===== config.mk =====
export PLATFORM = sky130hd
export DESIGN_NAME = conv_window_ctrl
export DESIGN_NICKNAME = d
export VERILOG_FILES = /design/src/rtl/conv_window_ctrl.sv
export SDC_FILE = /design/constraint.sdc
export NUM_CORES = 1
export LEC_CHECK = 0
export CAP_MARGIN = 20
export CORE_MARGIN = 10
export CORE_UTILIZATION = 45
export CTS_BUF_LIST = sky130_fd_sc_hd__clkbuf_8 sky130_fd_sc_hd__clkbuf_16
export CTS_CLUSTER_DIAMETER = 150
export CTS_CLUSTER_SIZE = 8
export DETAILED_ROUTE_END_ITERATION = 16
export PLACE_DENSITY = 0.73
export REMOVE_ABC_BUFFERS = 1
export SETUP_SLACK_MARGIN = 0.3
export SYNTH_ARGS = -nofsm -noshare
export SYNTH_HDL_FRONTEND = slang
export SYNTH_SLANG_ARGS = --single-unit

===== constraint.sdc =====
create_clock -name clk -period 1.8 [get_ports clk]
set_input_delay 0.18 -clock clk [delete_from_list [all_inputs] [get_ports clk]]
set_output_delay 0.18 -clock clk [all_outputs]
set_load 0.01 [all_outputs]

===== src/rtl/conv_window_ctrl.sv =====
// conv_window_ctrl: sequences a pixel stream into a 3x3 line buffer.
// It tracks the column and row of every accepted pixel and flags when a full
// 3x3 window is formed. The frame is paced by start, abort and the end of the frame.
//
// state  | meaning
// -------+------------------------------------------------------------
// IDLE   | waiting for start; pixels are not accepted
// FILL   | accepting rows 0..1; the line buffer is priming
// RUN    | accepting rows 2..IMG_H-1; windows become valid from col 2
// DONE   | one cycle after the last pixel; frame_done pulse
module conv_window_ctrl #(
    parameter int IMG_W = 480,
    parameter int IMG_H = 272,
    parameter int DW    = 10
) (
    input  logic          clk,
    input  logic          rst_n,
    input  logic          start,
    input  logic          abort,
    input  logic          pix_valid,
    input  logic [DW-1:0] pix_data,
    output logic          pix_ready,
    output logic          lb_valid_in,
    output logic [DW-1:0] lb_din,
    output logic [9:0]    col_cnt,
    output logic [9:0]    row_cnt,
    output logic          win_valid,
    output logic          busy,
    output logic          frame_done
);

    localparam logic [9:0] LAST_COL = 10'(IMG_W - 1);
    localparam logic [9:0] LAST_ROW = 10'(IMG_H - 1);

    typedef enum logic [1:0] {
        S_IDLE = 2'd0,
        S_FILL = 2'd1,
        S_RUN  = 2'd2,
        S_DONE = 2'd3
    } state_t;

    state_t     r_state;
    state_t     w_state_nxt;
    logic [9:0] r_nxt_col;
    logic [9:0] r_nxt_row;
    logic       w_accept;
    logic       w_last_col;
    logic       w_fill_end;
    logic       w_frame_end;

    assign w_accept    = pix_valid & pix_ready;
    assign w_last_col  = (r_nxt_col == LAST_COL);
    assign w_fill_end  = w_accept & w_last_col & (r_nxt_row == 10'd1);
    assign w_frame_end = w_accept & w_last_col & (r_nxt_row == LAST_ROW);

    // State register.
    always_ff @(posedge clk or negedge rst_n) begin
        if (!rst_n) begin
            r_state <= S_IDLE;
        end else begin
            r_state <= w_state_nxt;
        end
    end

    // Next-state decode and state-derived outputs; abort overrides everything.
    always_comb begin
        w_state_nxt = r_state;
        pix_ready   = 1'b0;
        busy        = 1'b0;
        frame_done  = 1'b0;
        case (r_state)
            S_IDLE: begin
                if (start) w_state_nxt = S_FILL;
            end
            S_FILL: begin
                pix_ready = ~abort;
                busy      = 1'b1;
                if (w_fill_end) w_state_nxt = S_RUN;
            end
            S_RUN: begin
                pix_ready = ~abort;
                busy      = 1'b1;
                if (w_frame_end) w_state_nxt = S_DONE;
            end
            S_DONE: begin
                busy        = 1'b1;
                frame_done  = 1'b1;
                w_state_nxt = S_IDLE;
            end
            default: w_state_nxt = S_IDLE;
        endcase
        if (abort) w_state_nxt = S_IDLE;
    end

    // Position of the next pixel to be accepted. It stalls on bubbles and
    // returns to 0,0 after the last pixel so that it cannot run past the last row.
    always_ff @(posedge clk or negedge rst_n) begin
        if (!rst_n) begin
            r_nxt_col <= '0;
            r_nxt_row <= '0;
        end else if (abort || (r_state == S_IDLE && start)) begin
            r_nxt_col <= '0;
            r_nxt_row <= '0;
        end else if (w_accept) begin
            if (w_last_col) begin
                r_nxt_col <= '0;
                r_nxt_row <= (r_nxt_row == LAST_ROW) ? 10'd0 : r_nxt_row + 10'd1;
            end else begin
                r_nxt_col <= r_nxt_col + 10'd1;
            end
        end
    end

    // One-cycle pipeline to the line buffer. Data and indices hold on bubbles.
    always_ff @(posedge clk or negedge rst_n) begin
        if (!rst_n) begin
            lb_valid_in <= 1'b0;
            lb_din      <= '0;
            col_cnt     <= '0;
            row_cnt     <= '0;
            win_valid   <= 1'b0;
        end else begin
            lb_valid_in <= 1'b0;
            win_valid   <= 1'b0;
            if (abort) begin
                col_cnt <= '0;
                row_cnt <= '0;
            end else if (w_accept) begin
                lb_valid_in <= 1'b1;
                lb_din      <= pix_data;
                col_cnt     <= r_nxt_col;
                row_cnt     <= r_nxt_row;
                win_valid   <= (r_nxt_row >= 10'd2) && (r_nxt_col >= 10'd2);
            end
        end
    end

endmodule


==> out/metrics.cfg, run 1 <==
[logic_synthesis]
syn_avg_cell_area_um2 = 9.60
synth_compound_area_frac = 0.100
dominantRegCellSynth = dfrtp_1
synth-seq-cells = 54
yosys_warnings = 0
synth_xor_area_frac = 0.0261
synthAdderAreaFrac = 0.0419
async_flop_share = 1.00
synth-simple-area-share = 0.271
synth_area_um2 = 2690
yosysSeqAreaShare = 0.503
synth_cell_types = 45
synth_top_family_by_area = simple AND/OR/NAND/NOR gates
synth_edf_count = 0
syn_inst = 280
muxShareOfSynthArea = 0.00558

[cts]
clkSinkCount = 54
cts_tree = done
cts_max_level = 2
cts_root_buf = clkbuf_8
worstSkewPairLatency_ns = 0.30
cts_buffer_depth = 2
cts_buffers = 5
clk_transition_reported_paths_ns = 0.09

[route]
drt_iter0_markers = 155
dr.pass1.iters = 4
vias = 2339
drt-total-wl_um = 6900
viasPerCell = 5.29
wl_per_cell_um = 15.6
ant_nets = 0
drc = 0

[power]
seq_power_share = 0.415
power_density_nw_per_um2 = 895
sw_frac_of_total = 0.311
internal_power_mw = 2.32
ir_drop_mv = 0.842
pwr-share-clk = 0.240
p_leak_nw = 1.76
power.switching_mw = 1.05
pwr-share-comb = 0.345

[setup_path]
critPathKind = register to register
cp-start-kind = register
crit_path_max_incr_delay_ns = 0.46
crit_arrival_ns = 2.01
critPathBufInv = 0
worst-path-max-fanout = 3
crit_family = compound AO/OA/AOI/OAI gates
worst_setup_path_end_kind = register
crit_chain = nor4_4 -> a31oi_2 -> a2111o_1 -> mux2_4
worst_path_max_delay_cell = dfrtp_2
worst-endpoint-required_ns = 1.99

[global_routing]
grt_max_degree = 55
grt_usage = 0.144
grt_pass1_wl_um = 11600
antenna_found_initial = 0
first_global_vias = 2320
grt-ovfl-total = 0

[placed_design]
gp_congestion = 0.897
place_hpwl_um = 4840
post-place-ws_ns = -0.110
port-buffer-count = 49
placedInstanceArea_um2 = 3520

[run]
maxCapViolCount = 0

[status]
status = finished with violations
violations = setup timing

[sta]
worst_clock_skew_ns = 0.00685
maxSlewHeadroom = 0.736
finalCriticalPeriod_ns = 1.82
slew_viol_final = 0
fmax_mhz = 549
tns_ns = -0.0216
hold_viol = 0
grt_setup_unrepaired = yes
tightest_slew_ns = 0.395
period_share = 1.01
hold_slack_ns = 0.381
setup_viol = 1
setup_slack_ns = -0.0216

[layout]
antennaDiodeCount = 0
fillCellCount = 479
final_core_util = 0.644
final_cell_mix = nand2_1 (69), dfrtp_1 (51), clkdlybuf4s50_1 (45), buf_4 (44), nand3b_1 (20)
final_common_cell = nand2_1
area_delta_synth_final_pct = 40.1
stdcell_area_um2 = 3770
finalNetCount = 390
drive_above_1_share = 0.237

[floorplan]
ioPinCount = 50
coreArea_um2 = 5850
die_area_um2 = 9470
dieHeight_um = 97.3
fp-row-count = 28
start_util = 0.460
die_x_um = 97.3

[hold_path]
hp-class = input port to asynchronous set/reset pin

-- Yosys cell counts (2+ instances only) --
library cell | n | share of area
nand2_1 | 71 | 0.099
buf_4 | 4 | 0.011
inv_1 | 11 | 0.015
and4_1 | 4 | 0.013
xor2_1 | 6 | 0.020
o31ai_1 | 3 | 0.0084
a2111o_1 | 2 | 0.0084
or3_1 | 2 | 0.0047
and3_1 | 2 | 0.0047
a21oi_1 | 6 | 0.011
a32oi_1 | 2 | 0.0065
nor2_1 | 10 | 0.014
o21ai_1 | 4 | 0.0074
o22ai_1 | 3 | 0.0070
nor4_2 | 2 | 0.0093
nor3_1 | 2 | 0.0037
buf_6 | 2 | 0.0084
a31oi_1 | 5 | 0.012
nor4_1 | 2 | 0.0047
nand3b_1 | 20 | 0.056
o211ai_1 | 2 | 0.0056
xnor2_1 | 2 | 0.0065
nand3_1 | 11 | 0.020
dfrtp_1 | 54 | 0.50
ha_1 | 9 | 0.042
o21ai_0 | 8 | 0.015
nand4_1 | 5 | 0.012
clkbuf_1 | 9 | 0.013
-- repair_timing --
action                                  in CTS  in global routing
pin swaps                                   13                  5
endpoints found under the setup margin      56                 52
resized for setup                           20                 22
setup buffers                                0                  1
hold buffers                                 1                  0
hold endpoints to repair                    54                  0
-- sequential cells by signal, indices dropped and copies added, names as in the netlist --
| signal | flops |
|---|---|
| lb_valid_in | 1 |
| r_nxt_row | 10 |
| r_state | 2 |
| r_nxt_col | 10 |
| lb_din | 10 |
| win_valid | 1 |
| row_cnt | 10 |
| col_cnt | 10 |
-- logic make-up (layout without fill, tap and decap cells) --
logic type | count (synthesis) | in the layout
muxes | 1 | 1
buffers and inverters | 28 | 115
xor gates and xnor gates | 8 | 8
adders and majority gates | 9 | 9
DFF | 54 | 54
AOI/OAI and AO/OA | 41 | 41
and+or+nand+nor | 139 | 139
-- metrics by stage --
stage	power (mW)	cells
finish	3.37	442
global route	3.57	442
CTS	3.37	441
detailed placement	2.50	432
global placement	2.47	432
floorplan	1.91	264
-- worst register-to-register path, cell delays in order (launching register included) --
cell and delay, ns:
dfrtp_2 0.46, nor4_4 0.32, a31oi_2 0.17, a2111o_1 0.45, mux2_4 0.31
-- metal layers --
| layer | vias up | part of all wire | global-route usage |
|---|---|---|---|
| met5 | - | 0 | 0 |
| met3 | 8 | 0.056 | 0.0384 |
| met1 | 1114 | 0.46 | 0.191 |
| li1 | 1135 | - | - |
| met4 | 0 | 0.016 | 0.0582 |
| met2 | 82 | 0.46 | 0.216 |
-- power groups by stage --
stage	registers, mW	clock network (mW)	logic (mW)
final	1.40	0.809	1.16
after global routing	1.41	0.874	1.28
after floorplan	1.48	0	0.426
after detailed placement	1.42	0	1.08
after global placement	1.42	0	1.05
after CTS	1.40	0.819	1.15
-- path summary, 6_finish.rpt --
check	startpoint	to	slack (ns)	cells past startpoint
worst max-delay path	r_nxt_row[7]	r_state[1]	-0.02	4
worst min-delay path	rst_n	r_nxt_row[0]	0.38	3
worst max register to register	r_nxt_row[7]	r_state[1]	-0.02	4
worst min register to register	lb_din[8]	lb_din[8]	0.48	2
max in group asynchronous	rst_n	r_nxt_row[1]	1.13	3
min in group clk	pix_data[2]	lb_din[2]	0.40	3
-- layout make-up --
type	count	area, um^2	area share
Timing Repair Buffer	95	837	0.222
Tap cell	75	93.8	0.0249
Sequential cell	54	1360	0.360
Inverter	12	50.0	0.0133
Multi-Input combinational cell	198	1320	0.351
Clock buffer	5	68.8	0.0183
Clock inverter	3	41.3	0.0110
No activity file was read; power rests on OpenSTA's default activity.
==> run 2, diff against run 1 <==
- DONT_BUFFER_PORTS: not set -> 1
- PLACE_DENSITY: 0.73 -> not set
- REMOVE_ABC_BUFFERS: 1 -> not set
- TNS_END_PERCENT: not set -> 20
==> run 2 against run 1 <==
The run still ends with setup timing left; global-route usage fell by 0.61 points; clock-buffer cell count unchanged; combinational power fell by 21%; first-iteration DRC count shrank 68%; critical path depth did not move; flip-flop and latch count stayed put; cell count shrank 10%; sequential power increased by 5%; clock skew is essentially flat; sequential share of layout area grew 3.2 points; via count down 4.3%; worst hold slack lost 0.35 ns; critical endpoint unchanged.
==> out/metrics.cfg, run 2 (synthesis results as in run 1) <==
[cts]
cts_buffer_depth = 2  ; unchanged
cts_root_buf = clkbuf_8
cts_buffers = 5  ; unchanged
clkSinkCount = 54  ; unchanged
clk_transition_reported_paths_ns = 0.10  ; about the same
cts_max_level = 2  ; unchanged
worstSkewPairLatency_ns = 0.31  ; about the same
cts_tree = done

[hold_path]
min_to = col_cnt[7]
min_path_cells = 2
min-delay-start = abort
hp-class = input port to register

[floorplan]
ioPinCount = 50  ; unchanged
coreArea_um2 = 5850  ; unchanged
start_util = 0.460  ; unchanged
dieHeight_um = 97.3  ; unchanged
fp-row-count = 28  ; unchanged
die_x_um = 97.3  ; unchanged
die_area_um2 = 9470  ; unchanged

[sta]
fmax_mhz = 542  ; -1.3%
grt_setup_unrepaired = yes
setup_slack_ns = -0.0462  ; -0.0246 ns
setup_viol = 1  ; unchanged
worst_clock_skew_ns = 0.00648  ; -0.000376 ns
hold_viol = 0  ; unchanged
maxSlewHeadroom = 0.750  ; +0.0132
period_share = 1.03  ; +0.0137
tightest_slew_ns = 0.376  ; -0.0198 ns
tns_ns = -0.0462  ; -0.0246 ns
finalCriticalPeriod_ns = 1.85  ; +0.0246 ns
slew_viol_final = 0  ; unchanged
hold_slack_ns = 0.0268  ; -0.354 ns

[setup_path]
worst-endpoint-required_ns = 2.01  ; +0.02 ns
reg2reg_from = r_nxt_row[7]
r2r_slack_ns = -0.05  ; -0.02 ns
reg2regPathDepth = 4  ; unchanged
cp-start-kind = register
worst-path-max-fanout = 3  ; unchanged
crit_path_max_incr_delay_ns = 0.47  ; about the same
critPathKind = register to register
crit_family = compound AO/OA/AOI/OAI gates
worst_path_max_delay_cell = a2111o_1
r2r-end = r_state[1]
crit_chain = nor4_4 -> a31oi_2 -> a2111o_1 -> mux2_4
worst_setup_path_end_kind = register
critPathBufInv = 0  ; unchanged
crit_arrival_ns = 2.05  ; +0.04 ns

[power]
power_mw = 3.24  ; -4.0%
power_density_nw_per_um2 = 936  ; +4.6%
p_leak_nw = 1.62  ; -7.8%
ir_drop_mv = 0.598  ; -29%

[placed_design]
place_hpwl_um = 4600  ; -5.1%
gp_congestion = 0.835  ; -7.0%
port-buffer-count = 0  ; -100%

[route]
ant_nets = 0  ; unchanged
drc = 0  ; unchanged
vias = 2238  ; -4.3%
drt-total-wl_um = 6730  ; -2.5%
drt_iter0_markers = 49  ; -68%
dr.pass1.iters = 6  ; +2
wl_per_cell_um = 16.9  ; +8.2%
viasPerCell = 5.62  ; +6.3%

[layout]
fillCellCount = 485  ; +1.3%
antennaDiodeCount = 0  ; unchanged
final_core_util = 0.591  ; -0.0528
area_delta_synth_final_pct = 28.6
drive_above_1_share = 0.263  ; +0.0261
seq_area_um2 = 1350  ; about the same
finalNetCount = 346  ; -11%
final_cell_mix = nand2_1 (69), dfrtp_1 (52), buf_4 (33), nand3b_1 (20), dlygate4sd3_1 (12)
multi_input_area_um2 = 1380  ; +4.1%
final_common_cell = nand2_1

[global_routing]
grt_pass1_wl_um = 11000  ; -4.8%
grt_max_degree = 55  ; unchanged
first_global_vias = 2154  ; -7.2%
grt_usage = 0.138  ; -0.00614
grt-ovfl-total = 0  ; unchanged
antenna_found_initial = 0  ; unchanged

[status]
violations = setup timing
status = finished with violations

[logic_synthesis]
synth_nets = 304

[run]
maxCapViolCount = 0  ; unchanged

==> run 2: area by class of cell <==
type	count	share of cell area
multi-input combinational	198	0.398
inverter	12	0.0145
tap	75	0.0271
timing repair buffer	51	0.136
clock inverter	3	0.0137
clock buffer	5	0.0199
sequential	54	0.391
==> run 2: timing repair <==
item                       4_1_cts  5_1_grt
hold endpoints to repair        65        0
hold buffers                    13        0
setup buffers                    1        2
resized for setup               16       22
setup endpoints to repair       23       45
pin swaps                       31       15
==> run 2: power breakdown <==
group	total (mW)	leakage, nW	internal (mW)	switching, mW
combinational	0.911	0.829	0.410	0.501
clock	0.856	0.0591	0.425	0.431
sequential	1.47	0.737	1.34	0.132
total	3.24	1.62	2.17	1.06
==> run 2: worst reg2reg max path: cells and delay by family, from the launching register on <==
kind	cells	cell delay, ns
AOI/OAI and AO/OA	2	0.64
DFF	1	0.46
muxes	1	0.31
and+or+nand+nor	1	0.33
==> run 2: worst max-delay path by stage <==
stage / startpoint / to / cells after the start
6_report: r_nxt_row[7] / r_state[1] / 4
3_3_place_gp: r_nxt_row[4] / r_state[1] / 4
2_1_floorplan: r_state[0] / r_state[1] / 7
5_1_grt: r_nxt_row[4] / r_state[1] / 4
4_1_cts: r_state[0] / r_state[1] / 7
3_5_place_dp: r_state[0] / r_state[0] / 8
==> run 2: per-layer routing <==
metal,part of all wire,vias to the layer above,routed length (um),track usage
met2,0.50,73,3370,0.225
li1,-,1048,-,-
met4,0.010,0,70,0.0414
met1,0.43,1109,2890,0.175
met5,0,-,0,0
met3,0.060,8,401,0.0334
==> run 2: stage by stage <==
stage	setup slack, ns	cell area, um^2	instances
after floorplan	-0.00271	2730	280
after global placement	0.0282	2990	374
after detailed placement	-0.00103	2990	374
after CTS	-0.0121	3350	396
after global routing	-0.0836	3460	398
final	-0.0462	3460	398
==> run 3, diff against run 2 <==
- CAP_MARGIN: 20 -> 40
==> results of run 3 <==
Final layout, timing and power as in run 2 (identical DEF).
